--- src/rtl/trigger_logic.sv ---
// trigger_logic: hysteresis level/edge trigger qualification, auto-trigger timeout and a
// synchronised external trigger path, gated by the capture controller's 'armed' handshake.
module trigger_logic #(
   parameter int unsigned HYST         = 2,
   parameter int unsigned AUTO_TIMEOUT = 50000
) (
   input  logic       clk,
   input  logic       rst_n,
   input  logic       sample_en,
   input  logic [7:0] ch1_data,
   input  logic [7:0] ch2_data,
   input  logic [7:0] ch3_data,
   input  logic       ext_trig,
   input  logic [7:0] trig_lvl,
   input  logic [4:0] trig_cfg,
   input  logic       armed,
   output logic       trigger,
   output logic       auto_fired,
   output logic [1:0] trig_state
);
   typedef enum logic [1:0] {IDLE = 2'd0, PRIME = 2'd1, WAIT = 2'd2, FIRED = 2'd3} state_t;

   localparam logic [8:0]  HYST_W    = 9'(HYST);
   localparam logic [16:0] TIMEOUT_W = 17'(AUTO_TIMEOUT);
   localparam logic [1:0]  MODE_OFF  = 2'b00;
   localparam logic [1:0]  MODE_AUTO = 2'b10;
   localparam logic [1:0]  MODE_EXT  = 2'b11;
   localparam logic [1:0]  SRC_NONE  = 2'b11;

   function automatic logic [7:0] sat_hi(input logic [7:0] lvl);
      logic [8:0] s;
      s = {1'b0, lvl} + HYST_W;
      return s[8] ? 8'hFF : s[7:0];
   endfunction

   function automatic logic [7:0] sat_lo(input logic [7:0] lvl);
      logic [8:0] s;
      s = {1'b0, lvl} - HYST_W;
      return s[8] ? 8'h00 : s[7:0];
   endfunction

   state_t      state, state_nxt;
   logic        rising;
   logic [1:0]  mode, src;
   logic [7:0]  hi, lo, sample;
   logic        above;
   logic        ext_s1, ext_s2, ext_prev, ext_ev;
   logic [12:0] cfg_q;
   logic        cfg_vld, cfg_chg, enabled;
   logic        lvl_ev, ev, to_hit, fire, fire_auto;
   logic [15:0] cnt;

   assign rising     = trig_cfg[4];
   assign mode       = trig_cfg[3:2];
   assign src        = trig_cfg[1:0];
   assign hi         = sat_hi(trig_lvl);
   assign lo         = sat_lo(trig_lvl);
   assign trig_state = state;

   always_comb begin
      case (src)
         2'b00:   sample = ch1_data;
         2'b01:   sample = ch2_data;
         2'b10:   sample = ch3_data;
         default: sample = 8'h00;
      endcase
   end

   // cfg_vld keeps the first cycle after reset from looking like a config change
   assign cfg_chg = cfg_vld && (cfg_q != {trig_cfg, trig_lvl});
   assign enabled = (mode == MODE_EXT) || ((mode != MODE_OFF) && (src != SRC_NONE));
   assign lvl_ev  = sample_en && (rising ? (!above && (sample >= hi)) : (above && (sample <= lo)));
   assign ev      = (mode == MODE_EXT) ? ext_ev : lvl_ev;
   assign to_hit  = (mode == MODE_AUTO) && sample_en && !ev &&
                    (({1'b0, cnt} + 17'd1) >= TIMEOUT_W);

   always_comb begin
      state_nxt = state;
      fire      = 1'b0;
      fire_auto = 1'b0;
      unique case (state)
         IDLE: begin
            if (armed && enabled && !cfg_chg)
               state_nxt = (mode == MODE_EXT) ? WAIT : PRIME;
         end
         PRIME: begin
            if (cfg_chg || !armed || !enabled) state_nxt = IDLE;
            else if (sample_en)                state_nxt = WAIT;
         end
         WAIT: begin
            if (cfg_chg || !armed || !enabled) begin
               state_nxt = IDLE;
            end else if (ev) begin
               fire      = 1'b1;
               state_nxt = FIRED;
            end else if (to_hit) begin
               fire      = 1'b1;
               fire_auto = 1'b1;
               state_nxt = FIRED;
            end
         end
         FIRED: begin
            if (!armed) state_nxt = IDLE;
         end
      endcase
   end

   always_ff @(posedge clk) begin
      if (!rst_n) begin
         state      <= IDLE;
         cnt        <= '0;
         trigger    <= 1'b0;
         auto_fired <= 1'b0;
         cfg_vld    <= 1'b0;
      end else begin
         state   <= state_nxt;
         trigger <= fire;
         cfg_vld <= 1'b1;
         if ((state == WAIT) && (state_nxt == WAIT)) begin
            if ((mode == MODE_AUTO) && sample_en && !ev) cnt <= cnt + 16'd1;
         end else begin
            cnt <= '0;
         end
         if (fire)                    auto_fired <= fire_auto;
         else if (state_nxt == IDLE)  auto_fired <= 1'b0;
      end
   end

   always_ff @(posedge clk) begin
      cfg_q <= {trig_cfg, trig_lvl};
   end

   // two-flop synchroniser, then a registered edge so the event lands two cycles after capture
   always_ff @(posedge clk) begin
      if (!rst_n) begin
         ext_s1   <= 1'b0;
         ext_s2   <= 1'b0;
         ext_prev <= 1'b0;
         ext_ev   <= 1'b0;
      end else begin
         ext_s1   <= ext_trig;
         ext_s2   <= ext_s1;
         ext_prev <= ext_s2;
         ext_ev   <= rising ? (ext_s2 & ~ext_prev) : (~ext_s2 & ext_prev);
      end
   end

   always_ff @(posedge clk) begin
      if (!rst_n) begin
         above <= 1'b0;
      end else if (sample_en) begin
         if (state == PRIME)                 above <= (sample >= trig_lvl);
         else if (!above && (sample >= hi))  above <= 1'b1;
         else if (above && (sample <= lo))   above <= 1'b0;
      end
   end
endmodule
--- config.mk ---
export PLATFORM = sky130hd
export DESIGN_NAME = trigger_logic
export DESIGN_NICKNAME = d
export VERILOG_FILES = /design/src/rtl/trigger_logic.sv
export SDC_FILE = /design/constraint.sdc
export NUM_CORES = 1
export LEC_CHECK = 0
export ABC_AREA = 0
export CAP_MARGIN = 20
export CORE_UTILIZATION = 64
export CTS_CLUSTER_DIAMETER = 120
export DETAILED_ROUTE_END_ITERATION = 8
export DONT_BUFFER_PORTS = 1
export PLACE_DENSITY_LB_ADDON = 0.12
export SLEW_MARGIN = 20
export SYNTH_ARGS = -nofsm -noshare
export SYNTH_HDL_FRONTEND = slang
export SYNTH_SLANG_ARGS = --single-unit
--- constraint.sdc ---
create_clock -name clk -period 4.64 [get_ports clk]
set_input_delay 0.232 -clock clk [delete_from_list [all_inputs] [get_ports clk]]
set_output_delay 0.232 -clock clk [all_outputs]
set_load 0.05 [all_outputs]
==> results.sh, run 1 <==
export IMPL_outcome="finished clean"
export IMPL_clk_path_buf_depth=2
export IMPL_crit_top_cell="o31a_1"
export IMPL_antenna_cells=0
export IMPL_layout_common_cells="dfxtp_1 (39), nand2_1 (33), xnor2_1 (30)"
export IMPL_vias_per_cell=6.343
export IMPL_rows=25
export IMPL_netlist_area_um2=3118
export IMPL_syn_nets=454
export IMPL_tightest_slew_ps=771.3
export IMPL_rr_endpoint="trig_state[0]"
export IMPL_hold_viol_final=0
export IMPL_fin_nets=458
export IMPL_synth_cell_types=58
export IMPL_hold_path_class="input pin to register"
export IMPL_setup_violations=0
export IMPL_worstHoldEndpoint="trig_state[1]"
export IMPL_final_common_cell="dfxtp_1"
export IMPL_path_cells="nor2b_1, a21oi_1, ha_1, nand2b_1, a2111oi_0, nor3_1, o31a_1, or2_2, a211oi_4, o31a_1"
export IMPL_whs_path_depth=1
export IMPL_finClkSkew_ps=4.846
export IMPL_grt_pass1_vias=2724
export IMPL_die_h_um=71.80
export IMPL_final_max_slew_violation_count=0
export IMPL_first_pass_iters=4
export IMPL_rrSetupSlack_ps=1460
export IMPL_layout_drive_gt1_share_pct=5.656
export IMPL_dr_first_iter_drc_count=137
export IMPL_path_clk_slew_ps=80
export IMPL_coreArea_um2=4692
export IMPL_critical_path_peak_fanout=19
export IMPL_ys_ff_latch=39
export IMPL_place_gp_congestion=0.8721
export IMPL_maxCapViolCount=0
export IMPL_antenna_found_initial=0
export IMPL_regArea_um2=780.7
export IMPL_routedWlPerCell_um=17.08
export IMPL_die_area_um2=5155
export IMPL_criticalPathCategory="input pin to register"
export IMPL_synth_area_per_cell_um2=8.120
export IMPL_io_pins=46
export IMPL_p_leak_uw=0.001222
export IMPL_crit_family="compound AO/OA/AOI/OAI gates"
export IMPL_post_cts_buffers=0
export IMPL_reg2reg_depth=6
export IMPL_worst_setup_path_start_kind="input pin"
export IMPL_synth_seq_area_share_pct=25.04
export IMPL_grt_setup_unrepaired="false"
export IMPL_period_share_pct=77.58
export IMPL_dp_cells=421
export IMPL_yosys_top_cells_area="dfxtp_1 (25%), ha_1 (11%), xnor2_1 (8.4%)"
export IMPL_start_util_pct=66.45
export IMPL_cpPeakStageDelay_ps=650
export IMPL_synth_edf_count=0
export IMPL_power_uw=740.5
export IMPL_dp_hpwl_um=5752
export IMPL_path_buf_inv=0
export IMPL_worstSkewPairLatency_ps=290
export IMPL_cp_required_ps=4880
export IMPL_worstReg2RegStart="cnt[7]"
export IMPL_hold_buffers=14
export IMPL_drc_errors=0
export IMPL_area_growth_pct=7.344
export IMPL_h_tree_depth=2
export IMPL_ant_nets=0
export IMPL_grt_pass1_wl_um=12540
export IMPL_fmax_mhz=277.8
export IMPL_critPathCaptureType="register"
export IMPL_clock_sinks=39
export IMPL_fin_setup_tns_ps=0
export IMPL_post_route_min_period_ps=3600
export IMPL_vias=2810
export IMPL_cts_root_buffer_cell="clkbuf_8"
export IMPL_wl_um=7566
export IMPL_synth_area_leader_cell="dfxtp_1"
export IMPL_synthArstFlopShare_pct=0
export IMPL_syn_inst=384
export IMPL_grt_max_degree=20
export IMPL_vdd_drop_max_mv=0.1430
export IMPL_multi_input_area_um2=2206
export IMPL_grt_overflow=0
export IMPL_p_per_area_nw_per_um2=221.2
export IMPL_synth_ff_type="dfxtp_1"
export IMPL_cts_buffers_inserted=5
export IMPL_post_cts_resized=0
export IMPL_slew_headroom_pct=47.91
export IMPL_whs_ps=57.37
export IMPL_die_x_um=71.80
export IMPL_yosysTopAreaCellShare_pct=25.04
export IMPL_n_fill_cell=394
export IMPL_crit_slowest_cell="a211oi_4"
export IMPL_cts_tree="done"
export IMPL_worst_ep_arrival_time_ps=3840
export IMPL_finalNonFillerCells=443
export IMPL_port_buffers=0
export IMPL_min_from="rst_n"
export IMPL_ys_warn_count=0
export IMPL_grt_use_total_pct=31.26
[logic make-up after synthesis]
kind of cell	share of synthesized area, %
adder cells (fa/ha/maj)	11.56
buffers and inverters	4.213
AO/OA/AOI/OAI	16.65
multiplexers	2.889
flip-flops	25.04
AND/OR/NAND/NOR	28.13
XOR/XNOR	11.52
[state kept, by name (all words and copies together), names as in the netlist]
name,flops
auto_fired,1
ext_ev,1
trig_state,2
ext_prev,1
ext_s2,1
above,1
trigger,1
cnt,16
cfg_vld,1
ext_s1,1
cfg_q,13
[metrics by stage]
| step | cell area, um2 | setup WS [ps] | util, % |
|---|---|---|---|
| global placement | 3114 | 847.4 | 66.37 |
| finish | 3347 | 1040 | 71.33 |
| global route | 3347 | 726.7 | 71.33 |
| floorplan | 3118 | 1006 | - |
| CTS | 3347 | 1031 | 71.33 |
| detailed placement | 3114 | 758.1 | 66.37 |
[worst max path at each step]
stage	start	endpoint	slack [ps]	cells after the start
2_1_floorplan	trig_lvl[3]	cnt[12]	1010	13
3_3_place_gp	trig_cfg[1]	trig_state[0]	850	10
3_5_place_dp	trig_cfg[1]	cnt[5]	760	10
4_1_cts	trig_cfg[1]	trig_state[0]	1030	10
5_1_grt	trig_cfg[1]	trig_state[0]	730	10
6_report	trig_cfg[1]	trig_state[0]	1040	10
[routing by layer]
metal	up-vias	part of all wire (%)	global-route usage, %
met5	-	0	0
met2	72	50	57.97
met3	20	3.2	4.219
met1	1292	44	35.07
met4	0	3.2	14.81
li1	1426	-	-
[report_power, final]
group | total, uW | internal [uW] | switching [uW]
clock network | 243 | 108 | 136
registers | 350 | 344 | 6.71
logic | 147 | 68.9 | 77.9
[synth_stat cells (2+ instances only)]
library cell and n:
and3_1 4, nand2_1 33, nor3_1 19, a211oi_1 2, o31ai_1 4, ha_1 28, mux2i_1 9, nor2b_1 2
nand4b_1 3, o21a_1 3, dfxtp_1 39, a21boi_0 3, nand2b_1 5, o211ai_1 3, o2111ai_1 2, or2_2 3
a31o_2 3, nand4_1 9, o41ai_1 2, o31a_1 2, and2_1 10, nor3b_1 3, inv_1 12, o21ai_0 19
nand3_1 18, nor4_1 20, clkbuf_1 12, a21oi_1 10, a2111oi_0 2, nand3b_1 3, buf_2 6, xor2_1 11
a21o_1 5, nor2_1 21, xnor2_1 30, a31oi_1 2
[final cells by class]
class	count	share of cell area [%]
Tap cell	54	2.019
Inverter	12	1.346
Clock inverter	3	0.7103
Sequential cell	39	23.33
Timing Repair Buffer	16	4.636
Clock buffer	5	2.056
Multi-Input combinational cell	314	65.91
[worst register-to-register path: cells and delay by family (launching register included)]
family,cells,cell delay (ps)
AO/OA/AOI/OAI,3,1220
flip-flops,1,610
AND/OR/NAND/NOR,3,1300
Note: power is estimated with default switching activity, not from simulation.
==> run 2: changes to the inputs <==
==> constraint.sdc (replaced) <==
create_clock -name clk -period 3.4 [get_ports clk]
set_input_delay 0.17 -clock clk [delete_from_list [all_inputs] [get_ports clk]]
set_output_delay 0.17 -clock clk [all_outputs]
set_load 0.05 [all_outputs]
==> run 2 against run 1 <==
Clock-buffer cell count unchanged; cell area increased by 2.3%; first-iteration DRC count increased by 76%.
==> results.sh, run 2 (same netlist as run 1, synthesis figures left out) <==
export IMPL_outcome="finished clean"
export IMPL_busiest_layer="met2"
export IMPL_drc_errors=0
export IMPL_layout_common_cells="dfxtp_1 (39), nand2_1 (33), xnor2_1 (30)"
export IMPL_crit_slowest_cell="o41ai_1"
export IMPL_cp_required_ps=3600
export IMPL_maxCapViolCount=0
export IMPL_critPathCaptureType="register"
export IMPL_power_uw=1021
export IMPL_fin_setup_tns_ps=0
export IMPL_worstSkewPairLatency_ps=300
export IMPL_die_h_um=71.80
export IMPL_crit_family="simple AND/OR/NAND/NOR gates"
export IMPL_post_cts_resized=0
export IMPL_io_pins=46
export IMPL_tightest_slew_ps=757.0
export IMPL_worst_ep_arrival_time_ps=3120
export IMPL_worstReg2RegStart="cfg_q[8]"
export IMPL_finClkSkew_ps=7.802
export IMPL_h_tree_depth=2
export IMPL_critical_path_peak_fanout=10
export IMPL_p_leak_uw=0.001273
export IMPL_rrSetupSlack_ps=480
export IMPL_grt_overflow=0
export IMPL_hold_buffers=15
export IMPL_cts_buffers_inserted=5
export IMPL_vias=2933
export IMPL_vdd_drop_max_mv=0.2465
export IMPL_whs_path_depth=1
export IMPL_path_buf_inv=0
export IMPL_worstHoldEndpoint="ext_ev"
export IMPL_final_max_slew_violation_count=0
export IMPL_area_growth_pct=9.791
export IMPL_post_route_min_period_ps=2920
export IMPL_dp_hpwl_um=5816
export IMPL_met2_usage_pct=56.39
export IMPL_antenna_cells=0
export IMPL_dr_first_iter_drc_count=241
export IMPL_worst_setup_path_start_kind="register"
export IMPL_rr_endpoint="cnt[5]"
export IMPL_registers_top_by_ff_count="cnt"
export IMPL_routedWlPerCell_um=17.18
export IMPL_clock_sinks=39
export IMPL_path_clk_slew_ps=90
export IMPL_path_cells="xor2_1, nor4_1, nand4_1, o41ai_1, a31o_2, nand3b_1, nor4_1"
export IMPL_setup_violations=0
export IMPL_grt_setup_unrepaired="false"
export IMPL_port_buffers=0
export IMPL_crit_top_cell="nor4_1"
export IMPL_cpPeakStageDelay_ps=770
export IMPL_period_share_pct=85.88
export IMPL_fin_util_pct=72.96
export IMPL_largest_reg_flops=16
export IMPL_hold_path_class="input pin to register"
export IMPL_dp_cells=429
export IMPL_antenna_found_initial=0
export IMPL_hold_viol_final=0
export IMPL_grt_pass1_vias=2818
export IMPL_post_cts_buffers=0
export IMPL_grt_pass1_wl_um=12700
export IMPL_layout_drive_gt1_share_pct=7.789
export IMPL_n_fill_cell=386
export IMPL_die_x_um=71.80
export IMPL_fin_nets=467
export IMPL_start_util_pct=66.45
export IMPL_grt_max_degree=20
export IMPL_wl_um=7766
export IMPL_rows=25
export IMPL_cts_tree="done"
export IMPL_die_area_um2=5155
export IMPL_p_per_area_nw_per_um2=298.3
export IMPL_place_gp_congestion=0.8826
export IMPL_coreArea_um2=4692
export IMPL_min_from="rst_n"
export IMPL_clk_path_buf_depth=2
export IMPL_ant_nets=0
export IMPL_cp_depth=7
export IMPL_grt_use_total_pct=31.71
export IMPL_fmax_mhz=342.5
export IMPL_final_common_cell="dfxtp_1"
export IMPL_reg2reg_depth=7
export IMPL_finalNonFillerCells=452
export IMPL_first_pass_iters=7
export IMPL_slew_headroom_pct=48.87
export IMPL_criticalPathCategory="register to register"
export IMPL_grtUsageMet1_pct=36.48
export IMPL_cts_root_buffer_cell="clkbuf_8"
export IMPL_vias_per_cell=6.489
export IMPL_grtUsageMet3_pct=5.345
## run 2: cell count changes in the layout (fill, tap and decap cells not counted), sizes merged
cell / change
buf: +8
clkinv: +2
clkinvlp: -1
dlygate4sd3: +1
inv: -1
## run 2: worst max-delay path by stage
stage	slack, ps	to	from
floorplan	20	cnt[12]	trig_lvl[5]
global placement	290	cnt[14]	trig_lvl[3]
detailed placement	300	cnt[1]	trig_cfg[1]
CTS	510	cnt[6]	cfg_q[8]
global route	250	cnt[0]	cnt[0]
finish	480	cnt[5]	cfg_q[8]
## run 2: report_power, final
part           total (uW)  internal (uW)  switching (uW)
Clock                 333            147             186
Sequential            478            469            9.46
Combinational         210            101             109
## run 2: through the flow
stage / worst slack [ps] / hold slack [ps] / cell area (um2)
2_1_floorplan: 19.35 / 197.7 / 3126
3_3_place_gp: 294.9 / 198.0 / 3179
3_5_place_dp: 295.1 / 198.0 / 3179
4_1_cts: 514.9 / 19.12 / 3423
5_1_grt: 247.7 / 22.27 / 3423
6_report: 480.1 / 25.39 / 3423
## run 2: metal layers
layer	up-vias	wire length, um
met5	-	0
met4	0	328
met3	30	382
met2	95	3782
met1	1367	3272
li1	1441	-
## run 2: cell type report
class / count / area (um2) / share of cell area [%]
multi-input cells: 314 / 2211 / 64.58
inverters: 12 / 45.04 / 1.316
well taps: 54 / 67.56 / 1.974
flip-flops and latches: 39 / 780.7 / 22.81
clock buffers: 5 / 68.82 / 2.010
clock inverters: 3 / 25.02 / 0.7310
repair buffers: 25 / 225.2 / 6.579
## run 2: worst register-to-register path, cell delays in order, from the launching register on
cell and delay (ps):
dfxtp_1 320, xor2_1 130, nor4_1 400, nand4_1 220, o41ai_1 770, a31o_2 310
nand3b_1 330, nor4_1 340
